File: config.mk
export PLATFORM = sky130hd
export DESIGN_NAME = ray_sphere_scheduler
export DESIGN_NICKNAME = d
export VERILOG_FILES = /design/src/rtl/ray_sphere_scheduler_pkg.sv /design/src/rtl/ray_sphere_scheduler_isect_handshake.sv /design/src/rtl/ray_sphere_scheduler.sv
export SDC_FILE = /design/constraint.sdc
export NUM_CORES = 1
export LEC_CHECK = 0
export BUFFER_PORTS_ARGS = -buffer_cell sky130_fd_sc_hd__buf_2
export CAP_MARGIN = 10
export CORE_AREA = 3 3 296 298
export DETAILED_ROUTE_END_ITERATION = 10
export DIE_AREA = 0 0 299 301
export PLACE_DENSITY_LB_ADDON = 0.2
export RECOVER_POWER = 25
export SYNTH_ARGS = -nofsm -noshare
export SYNTH_HDL_FRONTEND = slang
export SYNTH_HIERARCHICAL = 1
export SYNTH_SLANG_ARGS = --single-unit
File: constraint.sdc
create_clock -name clk -period 3.1 [get_ports clk]
set_input_delay 0 -clock clk [delete_from_list [all_inputs] [get_ports clk]]
set_output_delay 0 -clock clk [all_outputs]
set_load 0.01 [all_outputs]
File: src/rtl/ray_sphere_scheduler_pkg.sv
// rtl/ray_sphere_scheduler_pkg.sv - shared types and fixed-point constants for the ray/sphere scheduler
package ray_sphere_scheduler_pkg;

    localparam int FRAC_BITS = 16;
    localparam logic signed [31:0] T_INF = 32'sh7FFF_FFFF;

    typedef enum logic [2:0] {
        S_IDLE,
        S_FETCH,
        S_LOAD,
        S_ISSUE,
        S_WAIT,
        S_EVAL,
        S_NEXT,
        S_RESP
    } state_t;

    typedef struct packed {
        logic [31:0] radius_sqr;
        logic [31:0] cx;
        logic [31:0] cy;
        logic [31:0] cz;
    } sphere_t;

endpackage

File: src/rtl/ray_sphere_scheduler_isect_handshake.sv
// rtl/ray_sphere_scheduler_isect_handshake.sv - start stretching, finish qualification and timeout for one transaction
module ray_sphere_scheduler_isect_handshake #(
    parameter int START_W = 2,
    parameter int TIMEOUT = 63
) (
    input  logic clk,
    input  logic reset,
    input  logic go,
    input  logic waiting,
    input  logic finish,
    output logic start,
    output logic issued,
    output logic done,
    output logic timed_out
);

    localparam int SW = $clog2(START_W + 1);
    localparam int TW = $clog2(TIMEOUT + 1);
    localparam logic [SW-1:0] START_LAST   = SW'(START_W - 1);
    localparam logic [TW-1:0] TIMEOUT_LAST = TW'(TIMEOUT - 1);

    logic [SW-1:0] pulse_cnt;
    logic [TW-1:0] wait_cnt;
    logic          seen_low;

    // finish is still high from the previous transaction until the unit sees
    // the new start, so only a rising level after a low one counts as done
    assign start     = go;
    assign issued    = go && (pulse_cnt == START_LAST);
    assign done      = waiting && finish && seen_low;
    assign timed_out = waiting && !done && (wait_cnt == TIMEOUT_LAST);

    // pulse length counter, low-seen flag and wait-cycle counter
    always_ff @(posedge clk) begin
        if (reset) begin
            pulse_cnt <= '0;
            wait_cnt  <= '0;
            seen_low  <= 1'b0;
        end else if (go) begin
            pulse_cnt <= issued ? '0 : pulse_cnt + SW'(1);
            wait_cnt  <= '0;
            seen_low  <= 1'b0;
        end else if (waiting) begin
            wait_cnt <= wait_cnt + TW'(1);
            if (!finish) begin
                seen_low <= 1'b1;
            end
        end
    end

endmodule

File: src/rtl/ray_sphere_scheduler.sv
// rtl/ray_sphere_scheduler.sv - walks the sphere table for one ray and reports the nearest positive hit
module ray_sphere_scheduler
    import ray_sphere_scheduler_pkg::*;
#(
    parameter int MAX_SPHERES = 16,
    parameter int START_W     = 2,
    parameter int TIMEOUT     = 63,
    localparam int IDX_W      = $clog2(MAX_SPHERES)
) (
    input  logic             clk,
    input  logic             reset,
    input  logic             req_valid,
    output logic             req_ready,
    input  logic [31:0]      req_orig_x,
    input  logic [31:0]      req_orig_y,
    input  logic [31:0]      req_orig_z,
    input  logic [31:0]      req_dir_x,
    input  logic [31:0]      req_dir_y,
    input  logic [31:0]      req_dir_z,
    input  logic [IDX_W:0]   req_count,
    output logic             sph_rd,
    output logic [IDX_W-1:0] sph_addr,
    input  logic [31:0]      sph_radius_sqr,
    input  logic [31:0]      sph_cx,
    input  logic [31:0]      sph_cy,
    input  logic [31:0]      sph_cz,
    output logic             isect_start,
    output logic [31:0]      isect_radius_sqr,
    output logic [31:0]      isect_center_x,
    output logic [31:0]      isect_center_y,
    output logic [31:0]      isect_center_z,
    output logic [31:0]      isect_orig_x,
    output logic [31:0]      isect_orig_y,
    output logic [31:0]      isect_orig_z,
    output logic [31:0]      isect_dir_x,
    output logic [31:0]      isect_dir_y,
    output logic [31:0]      isect_dir_z,
    input  logic             isect_finish,
    input  logic             isect_result,
    input  logic [31:0]      isect_t0,
    input  logic [31:0]      isect_t1,
    output logic             resp_valid,
    input  logic             resp_ready,
    output logic             resp_hit,
    output logic [IDX_W-1:0] resp_index,
    output logic [31:0]      resp_t,
    output logic             resp_timeout
);

    state_t             state, next_state;
    sphere_t            sph_q;
    logic [31:0]        orig_x, orig_y, orig_z, dir_x, dir_y, dir_z;
    logic [IDX_W:0]     count;
    logic [IDX_W:0]     last_idx;
    logic [IDX_W-1:0]   idx;
    logic [IDX_W-1:0]   best_idx;
    logic signed [31:0] best_t;
    logic signed [31:0] cand;
    logic               cand_ok;
    logic               update;
    logic               hit;
    logic               tmo;
    logic               issued, done, timed_out;

    ray_sphere_scheduler_isect_handshake #(
        .START_W (START_W),
        .TIMEOUT (TIMEOUT)
    ) u_handshake (
        .clk       (clk),
        .reset     (reset),
        .go        (state == S_ISSUE),
        .waiting   (state == S_WAIT),
        .finish    (isect_finish),
        .start     (isect_start),
        .issued    (issued),
        .done      (done),
        .timed_out (timed_out)
    );

    assign req_ready        = (state == S_IDLE);
    assign sph_rd           = (state == S_FETCH);
    assign sph_addr         = idx;
    assign resp_valid       = (state == S_RESP);
    assign resp_hit         = hit;
    assign resp_index       = best_idx;
    assign resp_t           = best_t;
    assign resp_timeout     = tmo;
    assign isect_radius_sqr = sph_q.radius_sqr;
    assign isect_center_x   = sph_q.cx;
    assign isect_center_y   = sph_q.cy;
    assign isect_center_z   = sph_q.cz;
    assign isect_orig_x     = orig_x;
    assign isect_orig_y     = orig_y;
    assign isect_orig_z     = orig_z;
    assign isect_dir_x      = dir_x;
    assign isect_dir_y      = dir_y;
    assign isect_dir_z      = dir_z;
    assign last_idx         = count - (IDX_W + 1)'(1);

    // nearest positive distance of this sphere: entry if in front, else exit (origin inside)
    always_comb begin
        cand_ok = 1'b0;
        cand    = T_INF;
        if (isect_result) begin
            if ($signed(isect_t0) > 32'sd0) begin
                cand_ok = 1'b1;
                cand    = $signed(isect_t0);
            end else if ($signed(isect_t1) > 32'sd0) begin
                cand_ok = 1'b1;
                cand    = $signed(isect_t1);
            end
        end
        update = cand_ok && (cand < best_t);
    end

    // state register
    always_ff @(posedge clk) begin
        if (reset) begin
            state <= S_IDLE;
        end else begin
            state <= next_state;
        end
    end

    // next-state logic
    always_comb begin
        next_state = state;
        case (state)
            S_IDLE:  if (req_valid) next_state = (req_count == '0) ? S_RESP : S_FETCH;
            S_FETCH: next_state = S_LOAD;
            S_LOAD:  next_state = S_ISSUE;
            S_ISSUE: if (issued) next_state = S_WAIT;
            S_WAIT: begin
                if (done) begin
                    next_state = S_EVAL;
                end else if (timed_out) begin
                    next_state = S_NEXT;
                end
            end
            S_EVAL:  next_state = S_NEXT;
            S_NEXT:  next_state = ({1'b0, idx} == last_idx) ? S_RESP : S_FETCH;
            S_RESP:  if (resp_ready) next_state = S_IDLE;
            default: next_state = S_IDLE;
        endcase
    end

    // ray latch, operand registers and running nearest-hit tracking
    always_ff @(posedge clk) begin
        if (reset) begin
            orig_x   <= '0;
            orig_y   <= '0;
            orig_z   <= '0;
            dir_x    <= '0;
            dir_y    <= '0;
            dir_z    <= '0;
            count    <= '0;
            idx      <= '0;
            sph_q    <= '0;
            best_t   <= T_INF;
            best_idx <= '0;
            hit      <= 1'b0;
            tmo      <= 1'b0;
        end else begin
            case (state)
                S_IDLE: begin
                    if (req_valid) begin
                        orig_x   <= req_orig_x;
                        orig_y   <= req_orig_y;
                        orig_z   <= req_orig_z;
                        dir_x    <= req_dir_x;
                        dir_y    <= req_dir_y;
                        dir_z    <= req_dir_z;
                        count    <= req_count;
                        idx      <= '0;
                        best_t   <= T_INF;
                        best_idx <= '0;
                        hit      <= 1'b0;
                        tmo      <= 1'b0;
                    end
                end
                S_LOAD:  sph_q <= '{radius_sqr: sph_radius_sqr, cx: sph_cx, cy: sph_cy, cz: sph_cz};
                S_WAIT:  if (timed_out) tmo <= 1'b1;
                S_EVAL: begin
                    if (update) begin
                        best_t   <= cand;
                        best_idx <= idx;
                        hit      <= 1'b1;
                    end
                end
                S_NEXT:  idx <= idx + IDX_W'(1);
                default: ;
            endcase
        end
    end

endmodule
==> results.toml, run 1 <==
[outcome]
status = "finished, violations left"
violations = "negative setup slack"

[critical_path]
path_max_fanout = 7
cp.arrival_ns = 3.75
cp-start-kind = "input port"
worst_ep_required_time_ns = 3.61
crit_type = "in2reg"
endpoint_kind = "register"

[synth]
synthTopCellsByArea = "dfxtp_1, nand2_1, a21oi_1"
postSynthCellCount = 1916
syn_area_um2 = 14900
syn_area_per_cell_um2 = 7.76
synth_top_area_share_pct = 51.1
ys_top_cells_by_count = "nand2_1, dfxtp_1, a21oi_1"
ys_seq_elements = 379
synth_top_area_cell = "dfxtp_1"
yosysMostFrequentCell = "nand2_1"
synth-seq-area-share_pct = 51.1
synthFlopType = "dfxtp_1"
synthArstFlopShare_pct = 0
yosysUniqueCellTypes = 50
synth_edf_count = 0
synthesis.nets = 2346
yosysWarnings = 6

[global_routing]
overflow = 0
grt_use_total_pct = 14.1
grt_pass1_wl_um = 102000
grt_start_max_net_pins = 129
grt_pass1_vias = 17900
antenna_found_initial = 3

[sta]
worstMarginPinSlew_ns = 0.794
timing.final.crit_period_ns = 3.24
finalSetupTns_ns = -3.51
setup_viol = 33
setup_ws_ns = -0.136
slew_viol_final = 0
max_freq_mhz = 309
whs_ns = 0.0406
rsz0062_at_grt = "true"
finalHoldViolCount = 0
slew_headroom_pct = 47.1
fin_crit_sh_pct = 104
skew_ns = 0.0182

[floorplanning]
die_w_um = 299
start_util_pct = 17.5
dieArea_um2 = 90000
core-area_um2 = 85100
io_pins = 761
rows = 107
die_y_um = 301

[finish]
drive_gt1_share_pct = 28.3
syn2layout_area_growth_pct = 83.7
nets = 3590

[min_path]
hp-class = "in2reg"

[power_and_ir_drop]
ir_drop_uv = 421
p_leak_uw = 0.0120
total_power_uw = 17700
cellPowerDensity_nw_per_um2 = 650

[drt]
drtPass1Iterations = 7
vias = 17600
drt_iter0_markers = 896
wl_per_cell_um = 15.9
vias_per_cell = 4.06
wirelength_um = 68900
drc = 0
antenna_violating_nets_post_route = 0

[cts]
clk_path_buf_depth = 3
cts_tree = "done"
htreeDepth = 2
cts_root_buf = "clkbuf_16"
cts.sinks = 379
insertion_delay_ns = 0.59
cts_made_buffers = 48
clk_pin_slew_ns = 0.05

[flow_run]
drv_cap = 0

[placement]
place_hpwl_um = 48200
gp_congestion = 0.826
portBuffers = 760
path summary, 6_finish.rpt:
kind,end,slack [ns],depth (start not counted),from
min,resp_t[4],0.04,7,isect_t1[4]
min reg2reg,isect_radius_sqr[29],0.45,2,isect_radius_sqr[29]
max reg2reg,resp_t[8],0.36,12,resp_t[29]
max,resp_t[8],-0.14,20,isect_t0[2]
worst max-delay path: stages:
cell	delay (ns)
buf_8	0.10
nor4_4	0.34
buf_4	0.19
nand4_1	0.17
o21bai_4	0.25
nand2b_4	0.14
clkbuf_16	0.19
o22ai_1	0.12
nand2_1	0.12
ha_4	0.23
a22o_1	0.20
o41ai_2	0.29
buf_4	0.19
nand3_2	0.08
o211a_4	0.29
o21a_4	0.23
nor2_4	0.14
buf_12	0.15
clkbuf_16	0.17
mux2i_1	0.18
stage by stage:
stage	util, %	instance area [µm²]	std cells	worst slack, ns
detailed placement	24.5	20800	3811	-0.810
CTS	31.3	26700	4316	-0.0679
finish	32.1	27300	4341	-0.136
global route	32.1	27300	4340	-0.243
global placement	24.5	20800	3811	-0.882
floorplan	-	15000	1916	-0.162
logic make-up (layout without fill, tap and decap cells):
logic type | after synthesis | in the layout | synth area share [%]
AO/OA/AOI/OAI | 417 | 417 | 15.0
XOR/XNOR | 11 | 11 | 0.648
adder cells (fa/ha/maj) | 35 | 35 | 2.95
buffers and inverters | 181 | 1460 | 4.78
flip-flops | 379 | 379 | 51.1
multiplexers | 31 | 31 | 2.09
other | 1 | 3 | 0.0252
AND/OR/NAND/NOR | 861 | 861 | 23.5
final cells by class:
cell class / count / area [µm²]
Tap cell: 1144 / 1430
Multi-Input combinational cell: 1356 / 7180
Sequential cell: 379 / 7590
Clock buffer: 74 / 1510
Clock inverter: 11 / 91.3
Fill cell: 9305 / 57800
Antenna cell: 2 / 5.00
Inverter: 41 / 154
Timing Repair Buffer: 1334 / 9340
metal layers:
layer	part of all wire, %	global-route usage (%)	vias up
li1	-	-	8832
met1	40	16.2	8177
met2	50	25.0	513
met3	6.5	3.85	124
met4	3.2	5.04	0
met5	0	0	-
placed cells by master (no fill, tap or decap), types with 22 or more instances in the layout:
cell type | Yosys | final
clkbuf_16 | 0 | 54
buf_4 | 2 | 125
mux2i_1 | 31 | 31
inv_1 | 41 | 41
buf_2 | 1 | 580
ha_1 | 35 | 22
nand2_1 | 698 | 686
nor3_1 | 37 | 37
dfxtp_1 | 379 | 379
a21oi_1 | 347 | 341
dlygate4sd3_1 | 0 | 420
clkbuf_1 | 131 | 182
nor2_1 | 52 | 51
power breakdown:
part | switching [µW] | internal (µW)
Clock | 2320 | 3340
Sequential | 429 | 5760
Combinational | 3560 | 2320
Total | 6310 | 11400
sequential cells by signal, summed over array words and instances (netlist names), 2 cells and up:
| name | count |
|---|---|
| isect_dir_z | 32 |
| isect_orig_y | 32 |
| isect_orig_z | 32 |
| resp_t | 32 |
| u_handshake/pulse_cnt | 2 |
| isect_center_z | 32 |
| sph_addr | 4 |
| count | 5 |
| isect_center_y | 32 |
| isect_center_x | 32 |
| isect_dir_x | 32 |
| state | 3 |
| resp_index | 4 |
| isect_radius_sqr | 32 |
| u_handshake/wait_cnt | 6 |
| isect_orig_x | 32 |
| isect_dir_y | 32 |
what timing repair did:
action / in CTS / in global routing
pin swaps: 0 / 39
gates resized for setup: 8 / 91
setup buffers: 0 / 17
endpoints found under the setup margin: 37 / 37
hold buffers: 420 / 0
endpoints found under the hold margin: 347 / 0
cloned: 0 / 7
Power figures use the tool's default switching activity.
==> run 2: changes to the inputs <==
--- a/config.mk
+++ b/config.mk
@@ -5,6 +5,7 @@
 export SDC_FILE = /design/constraint.sdc
 export NUM_CORES = 1
 export LEC_CHECK = 0
+export ABC_AREA = 1
 export BUFFER_PORTS_ARGS = -buffer_cell sky130_fd_sc_hd__buf_2
 export CAP_MARGIN = 10
 export CORE_AREA = 3 3 296 298
==> run 2 against run 1 <==
  * The flow now finishes without violations
  * Sequential power grew 15%
  * Global-route usage is 0.91 points higher
  * Die area unchanged
  * First-iteration DRC count is 14% lower
  * Design area fell by 2.8%
  * Critical endpoint is now resp_t[27]
  * Largest cell class unchanged
==> results.toml, run 2 <==
[critical_path]
worst_ep_required_time_ns = 3.54
cp-start-kind = "input port"
reg2reg_slack_ns = 0.60
cp_slowest_cell = "dlygate4sd3_1"
cp-endpoint = "resp_t[27]"
r2r-end = "resp_t[27]"
crit_chain = "buf_2 -> dlygate4sd3_1 -> inv_1 -> nand2_4 -> buf_4 -> buf_4 -> o21ai_0 -> nand3_1 -> ha_1 -> nand2_1 -> buf_4 -> nor4_2 -> buf_4 -> nand2_1 -> nand2_1 -> nand2_2 -> nand3_4 -> nand2_8 -> buf_12 -> nand2_1 -> nand3_1"
worstRegToRegCells = 17
crit_type = "in2reg"
endpoint_kind = "register"
cp-startpoint = "isect_t1[31]"
slowest_delay_ns = 0.56
cp.arrival_ns = 3.28
r2r-start = "resp_t[17]"
path_max_fanout = 15

[synth]
ys_top_cells_by_count = "nor2_1, dfxtp_1, o21ai_0"
yosysWarnings = 6
yosysMostFrequentCell = "nor2_1"
postSynthCellCount = 2100
synthTopCellsByArea = "dfxtp_1, o21ai_0, nor2_1"
synth_top_area_cell = "dfxtp_1"
synthArstFlopShare_pct = 0
synth-seq-area-share_pct = 48.3
syn_area_per_cell_um2 = 7.48
syn_area_um2 = 15700
ys_seq_elements = 379
synth_edf_count = 0
yosysUniqueCellTypes = 37
synthFlopType = "dfxtp_1"
synthesis.nets = 2530
synth_top_area_share_pct = 48.3

[placement]
place_hpwl_um = 51700
dp.cells = 3989
gp_congestion = 0.802
portBuffers = 760

[floorplanning]
core-area_um2 = 85100
start_util_pct = 18.4
io_pins = 761
die_y_um = 301
rows = 107
dieArea_um2 = 90000
die_w_um = 299

[sta]
fin_crit_sh_pct = 91.5
skew_ns = 0.0217
max_freq_mhz = 353
timing.final.crit_period_ns = 2.84
slew_viol_final = 0
setup_viol = 0
finalSetupTns_ns = 0
worstMarginPinSlew_ns = 1.01
finalHoldViolCount = 0
slew_headroom_pct = 32.3

[power_and_ir_drop]
p_leak_uw = 0.0122
p_int_uw = 12500
sw_frac_of_total_pct = 37.6
ir_drop_uv = 483
clkPwrFrac_pct = 28.7
cellPowerDensity_nw_per_um2 = 752
p_comb_share_pct = 35.8
switchingPower_uw = 7500
p_seq_share_pct = 35.5

[drt]
wl_per_cell_um = 16.0
vias = 17900
drtPass1Iterations = 5
drt_iter0_markers = 768
antenna_violating_nets_post_route = 0
wirelength_um = 71100
drc = 0
vias_per_cell = 4.02

[global_routing]
grt_use_total_pct = 15.0
grt_pass1_wl_um = 107000
grt_pass1_vias = 18100
overflow = 0
grt_start_max_net_pins = 198
antenna_found_initial = 9

[flow_run]
drv_cap = 0

[finish]
fin_cells = 4438
drive_gt1_share_pct = 26.0
fillers = 9425
utilization_pct = 31.2
final_common_cell = "buf_2"
syn2layout_area_growth_pct = 68.9
final_cell_mix = "buf_2, nor2_1, dfxtp_1"
nets = 3682

[cts]
clk_pin_slew_ns = 0.06
clk_path_buf_depth = 3
cts_made_buffers = 47
htreeDepth = 2
cts_root_buf = "clkbuf_16"
cts.sinks = 379
cts_tree = "done"
insertion_delay_ns = 0.58

[min_path]
hp-class = "in2reg"

[outcome]
status = "complete, no violations"
## run 2: cell types whose count changed in the layout (fill, tap and decap cells not counted), moves of 58 or more
cell           previous run  this run
a21oi_1                 341       161
o21ai_0                   8       358
dlygate4sd3_1           420       356
nand2_1                 686        93
inv_1                    41       258
nor2_1                   51       461
nand3_1                  10        68
## run 2: how the worst min path moves through the flow
stage	from	to	slack, ns	cells after the start
finish	isect_t1[18]	resp_t[18]	0.05	8
global placement	req_dir_x[22]	isect_dir_x[22]	0.22	3
detailed placement	req_dir_y[10]	isect_dir_y[10]	0.23	3
CTS	isect_t1[18]	resp_t[18]	0.001	8
global route	isect_t1[15]	resp_t[15]	0.06	8
floorplan	reset	sph_addr[3]	0.08	1
## run 2: area by class of cell
type / instances / area, µm² / share of cell area (%)
antenna: 8 / 20.0 / 0.0755
clock buffer: 69 / 1380 / 5.21
clock inverter: 14 / 214 / 0.807
inverter: 266 / 1010 / 3.82
multi-input combinational: 1318 / 6660 / 25.1
sequential: 379 / 7590 / 28.6
tap: 1144 / 1430 / 5.40
timing repair buffer: 1240 / 8220 / 31.0
## run 2: worst max-delay path: cells and delay by family
kind	cells	cell delay, ns
and+or+nand+nor	11	1.19
adders and majority gates	1	0.34
buffers and inverters	8	1.55
AOI/OAI and AO/OA	1	0.21
## run 2: power by group through the flow
| stage | sequential [µW] | combinational (µW) | clock [µW] |
|---|---|---|---|
| after floorplan | 7760 | 3130 | 0 |
| after global placement | 7150 | 7050 | 0 |
| after detailed placement | 7140 | 7030 | 0 |
| after CTS | 7070 | 7440 | 5970 |
| after global routing | 7280 | 8000 | 6140 |
| final | 7090 | 7140 | 5730 |
## run 2: kinds of logic (layout without fill, tap and decap cells)
family	count (synthesis)	after routing	synth area share (%)
buf+inv	404	1589	10.1
flops	379	379	48.3
fa+ha+maj	35	35	2.79
compound gates	537	537	17.3
xor+xnor	8	8	0.446
other cells	1	9	0.0239
simple gates	736	737	21.0
## run 2: layer usage
layer | track usage [%] | vias to the layer above | routed length (µm)
li1 | - | 9051 | -
met1 | 18.3 | 8091 | 30100
met2 | 25.0 | 553 | 33700
met3 | 3.86 | 155 | 4400
met4 | 6.50 | 2 | 2950
met5 | 0 | - | 13
## run 2: stage by stage
step | total power [µW] | setup slack (ns) | area, µm² | hold slack [ns]
floorplan | 10900 | 0.0327 | 15700 | 0.0785
global placement | 14200 | -0.537 | 21500 | 0.223
detailed placement | 14200 | -0.521 | 21500 | 0.226
CTS | 20500 | 0.00255 | 26600 | 0.00107
global route | 21400 | -0.00728 | 26500 | 0.0645
finish | 20000 | 0.263 | 26500 | 0.0486
## run 2: what timing repair did
action                                  4_1_cts  5_1_grt
endpoints found under the hold margin       359        0
buffers inserted                              0        1
endpoints found under the setup margin        0       38
hold buffers                                357        0
resized for setup                             0       32
==> run 3: changes to the inputs <==
--- a/config.mk
+++ b/config.mk
@@ -8,9 +8,9 @@
 export ABC_AREA = 1
 export BUFFER_PORTS_ARGS = -buffer_cell sky130_fd_sc_hd__buf_2
 export CAP_MARGIN = 10
-export CORE_AREA = 3 3 296 298
+export CORE_AREA = 3 3 297 299
 export DETAILED_ROUTE_END_ITERATION = 10
-export DIE_AREA = 0 0 299 301
+export DIE_AREA = 0 0 300 302
 export PLACE_DENSITY_LB_ADDON = 0.2
 export RECOVER_POWER = 25
 export SYNTH_ARGS = -nofsm -noshare
==> run 3 against run 2 <==
  * Sequential share of layout area about the same
  * Non-clock buffer count down 5
  * Clock power down 3%
  * Largest power group unchanged
  * Sequential cell count unchanged
  * Critical path depth up 4
  * Clock-buffer cell count up 4
  * Register-to-register slack worse by 0.15 ns
  * Highest routed layer unchanged
  * Worst hold slack worse by 0.021 ns
  * Routed wire length down 1.8%
  * Design area about the same
  * Total power down 0.24%
  * Largest cell class unchanged
==> results.toml, run 3 (synthesis gave the netlist of run 2 again) <==
[floorplanning]
die_w_um = 300
start_util_pct = 18.4
dieArea_um2 = 90600
io_pins = 761
core-area_um2 = 85400
rows = 107
die_y_um = 302

[power_and_ir_drop]
sw_frac_of_total_pct = 37.6
p_leak_uw = 0.0122
p_int_uw = 12400
switchingPower_uw = 7490
cellPowerDensity_nw_per_um2 = 751
clkPwrFrac_pct = 28.0
p_seq_share_pct = 35.6
p_comb_share_pct = 36.4
total_power_uw = 19900
ir_drop_uv = 439

[critical_path]
worst_ep_required_time_ns = 3.52
reg2reg_slack_ns = 0.45
r2r-start = "state[2]"
r2r-end = "state[2]"
crit_type = "in2reg"
cp.arrival_ns = 3.28
worstRegToRegCells = 12
endpoint_kind = "register"
path_max_fanout = 10
cp-start-kind = "input port"

[placement]
place_ws_ns = -0.521
dp.cells = 3991
gp_congestion = 0.788
place_hpwl_um = 50800
portBuffers = 760

[global_routing]
antenna_found_initial = 3
grt_use_total_pct = 14.6
overflow = 0
grt_pass1_wl_um = 105000
grt_start_max_net_pins = 198
grt_pass1_vias = 18100

[drt]
antenna_violating_nets_post_route = 0
drc = 0
wirelength_um = 69900
drtPass1Iterations = 5
drt_iter0_markers = 745
wl_per_cell_um = 15.8
vias = 17700
vias_per_cell = 4.00

[cts]
clk_pin_slew_ns = 0.06
cts_tree = "done"
clk_path_buf_depth = 3
insertion_delay_ns = 0.57
cts_root_buf = "clkbuf_16"
cts.sinks = 379
htreeDepth = 2
cts_made_buffers = 47

[min_path]
min_from = "req_valid"
whs_path_depth = 6
hp-class = "in2reg"
holdPathEnd = "state[1]"

[finish]
fin_cells = 4426
nets = 3676
final_common_cell = "buf_2"
final_cell_mix = "buf_2, nor2_1, dfxtp_1"
syn2layout_area_growth_pct = 68.8
drive_gt1_share_pct = 26.3

[outcome]
status = "complete, no violations"

[sta]
slew_headroom_pct = 7.35
slew_viol_final = 0
skew_ns = 0.0276
fin_crit_sh_pct = 92.2
setup_viol = 0
timing.final.crit_period_ns = 2.86
max_freq_mhz = 350
setup_ws_ns = 0.241
finalHoldViolCount = 0
worstMarginPinSlew_ns = 1.39

[flow_run]
drv_cap = 0
## run 3: changes by cell type in the layout (fill, tap and decap cells not counted), moves of 2 or more
cell           delta
clkbuf_8          +4
clkinvlp_4        +2
nor3_4            +2
clkbuf_16         +2
bufinv_16         -3
buf_12            +3
a21oi_2           +5
a21oi_1           -5
clkinv_2          -3
diode_2           -6
dlygate4sd3_1    -10
## run 3: how the worst max path moves through the flow
stage                             from         end  slack [ns]  cells past startpoint
after floorplan           isect_t0[21]  resp_t[11]        0.03                     25
after global placement     isect_t0[6]  resp_t[30]       -0.48                     26
after detailed placement   isect_t0[6]  resp_t[30]       -0.52                     26
after CTS                 isect_t1[31]  resp_t[30]        0.05                     24
after global routing      isect_t1[31]   resp_t[1]      -0.004                     25
final                     isect_t1[31]  resp_t[26]        0.24                     25
## run 3: routing by layer
layer  track usage (%)  wire length [µm]  vias up
met2              25.8             34900      506
met1              17.4             28800     8057
met3              3.33              4130      109
met5                 0                 7        -
met4              4.66              2010        2
li1                  -                 -     9035
## run 3: critical path: stages
cell           delay, ns
buf_2               0.11
dlygate4sd3_1       0.57
inv_2               0.07
nand2_2             0.06
buf_12              0.14
o21ai_1             0.11
inv_1               0.05
nor3_2              0.19
inv_1               0.06
ha_1                0.31
nand2_1             0.09
o21ai_2             0.15
nand3_2             0.08
a21oi_2             0.16
a211oi_2            0.04
nor2_1              0.14
a211oi_2            0.05
buf_4               0.15
nand2_1             0.07
nand2_2             0.07
nand3_4             0.14
nand2_8             0.13
buf_12              0.20
nand2_1             0.06
nand3_1             0.06
## run 3: layout make-up
class,count,area [µm²]
antenna,2,5.00
clock buffer,73,1440
clock inverter,10,126
fill,9453,58900
inverter,266,1010
multi-input combinational,1317,6690
sequential,379,7590
tap,1144,1430
timing repair buffer,1235,8220
## run 3: what timing repair did
item / in CTS / in global routing
endpoints found under the setup margin: 0 / 37
hold buffers: 346 / 0
endpoints found under the hold margin: 352 / 0
buffers inserted: 0 / 2
gates resized for setup: 0 / 37
## run 3: power groups by stage
| stage | logic [µW] | registers [µW] | clock network, µW |
|---|---|---|---|
| after CTS | 7470 | 7060 | 5810 |
| after floorplan | 3130 | 7760 | 0 |
| after global placement | 7110 | 7130 | 0 |
| final | 7250 | 7080 | 5580 |
| after detailed placement | 7080 | 7130 | 0 |
| after global routing | 8110 | 7270 | 5970 |
## run 3: stage by stage
stage	hold slack [ns]	util, %	setup TNS [ns]	instance area [µm²]
global route	0.0504	31.0	-0.00951	26500
CTS	0.000464	31.1	0	26500
detailed placement	0.229	25.2	-18.20	21500
global placement	0.225	25.2	-16.54	21500
finish	0.0280	31.0	0	26500
floorplan	0.0785	-	0	15700
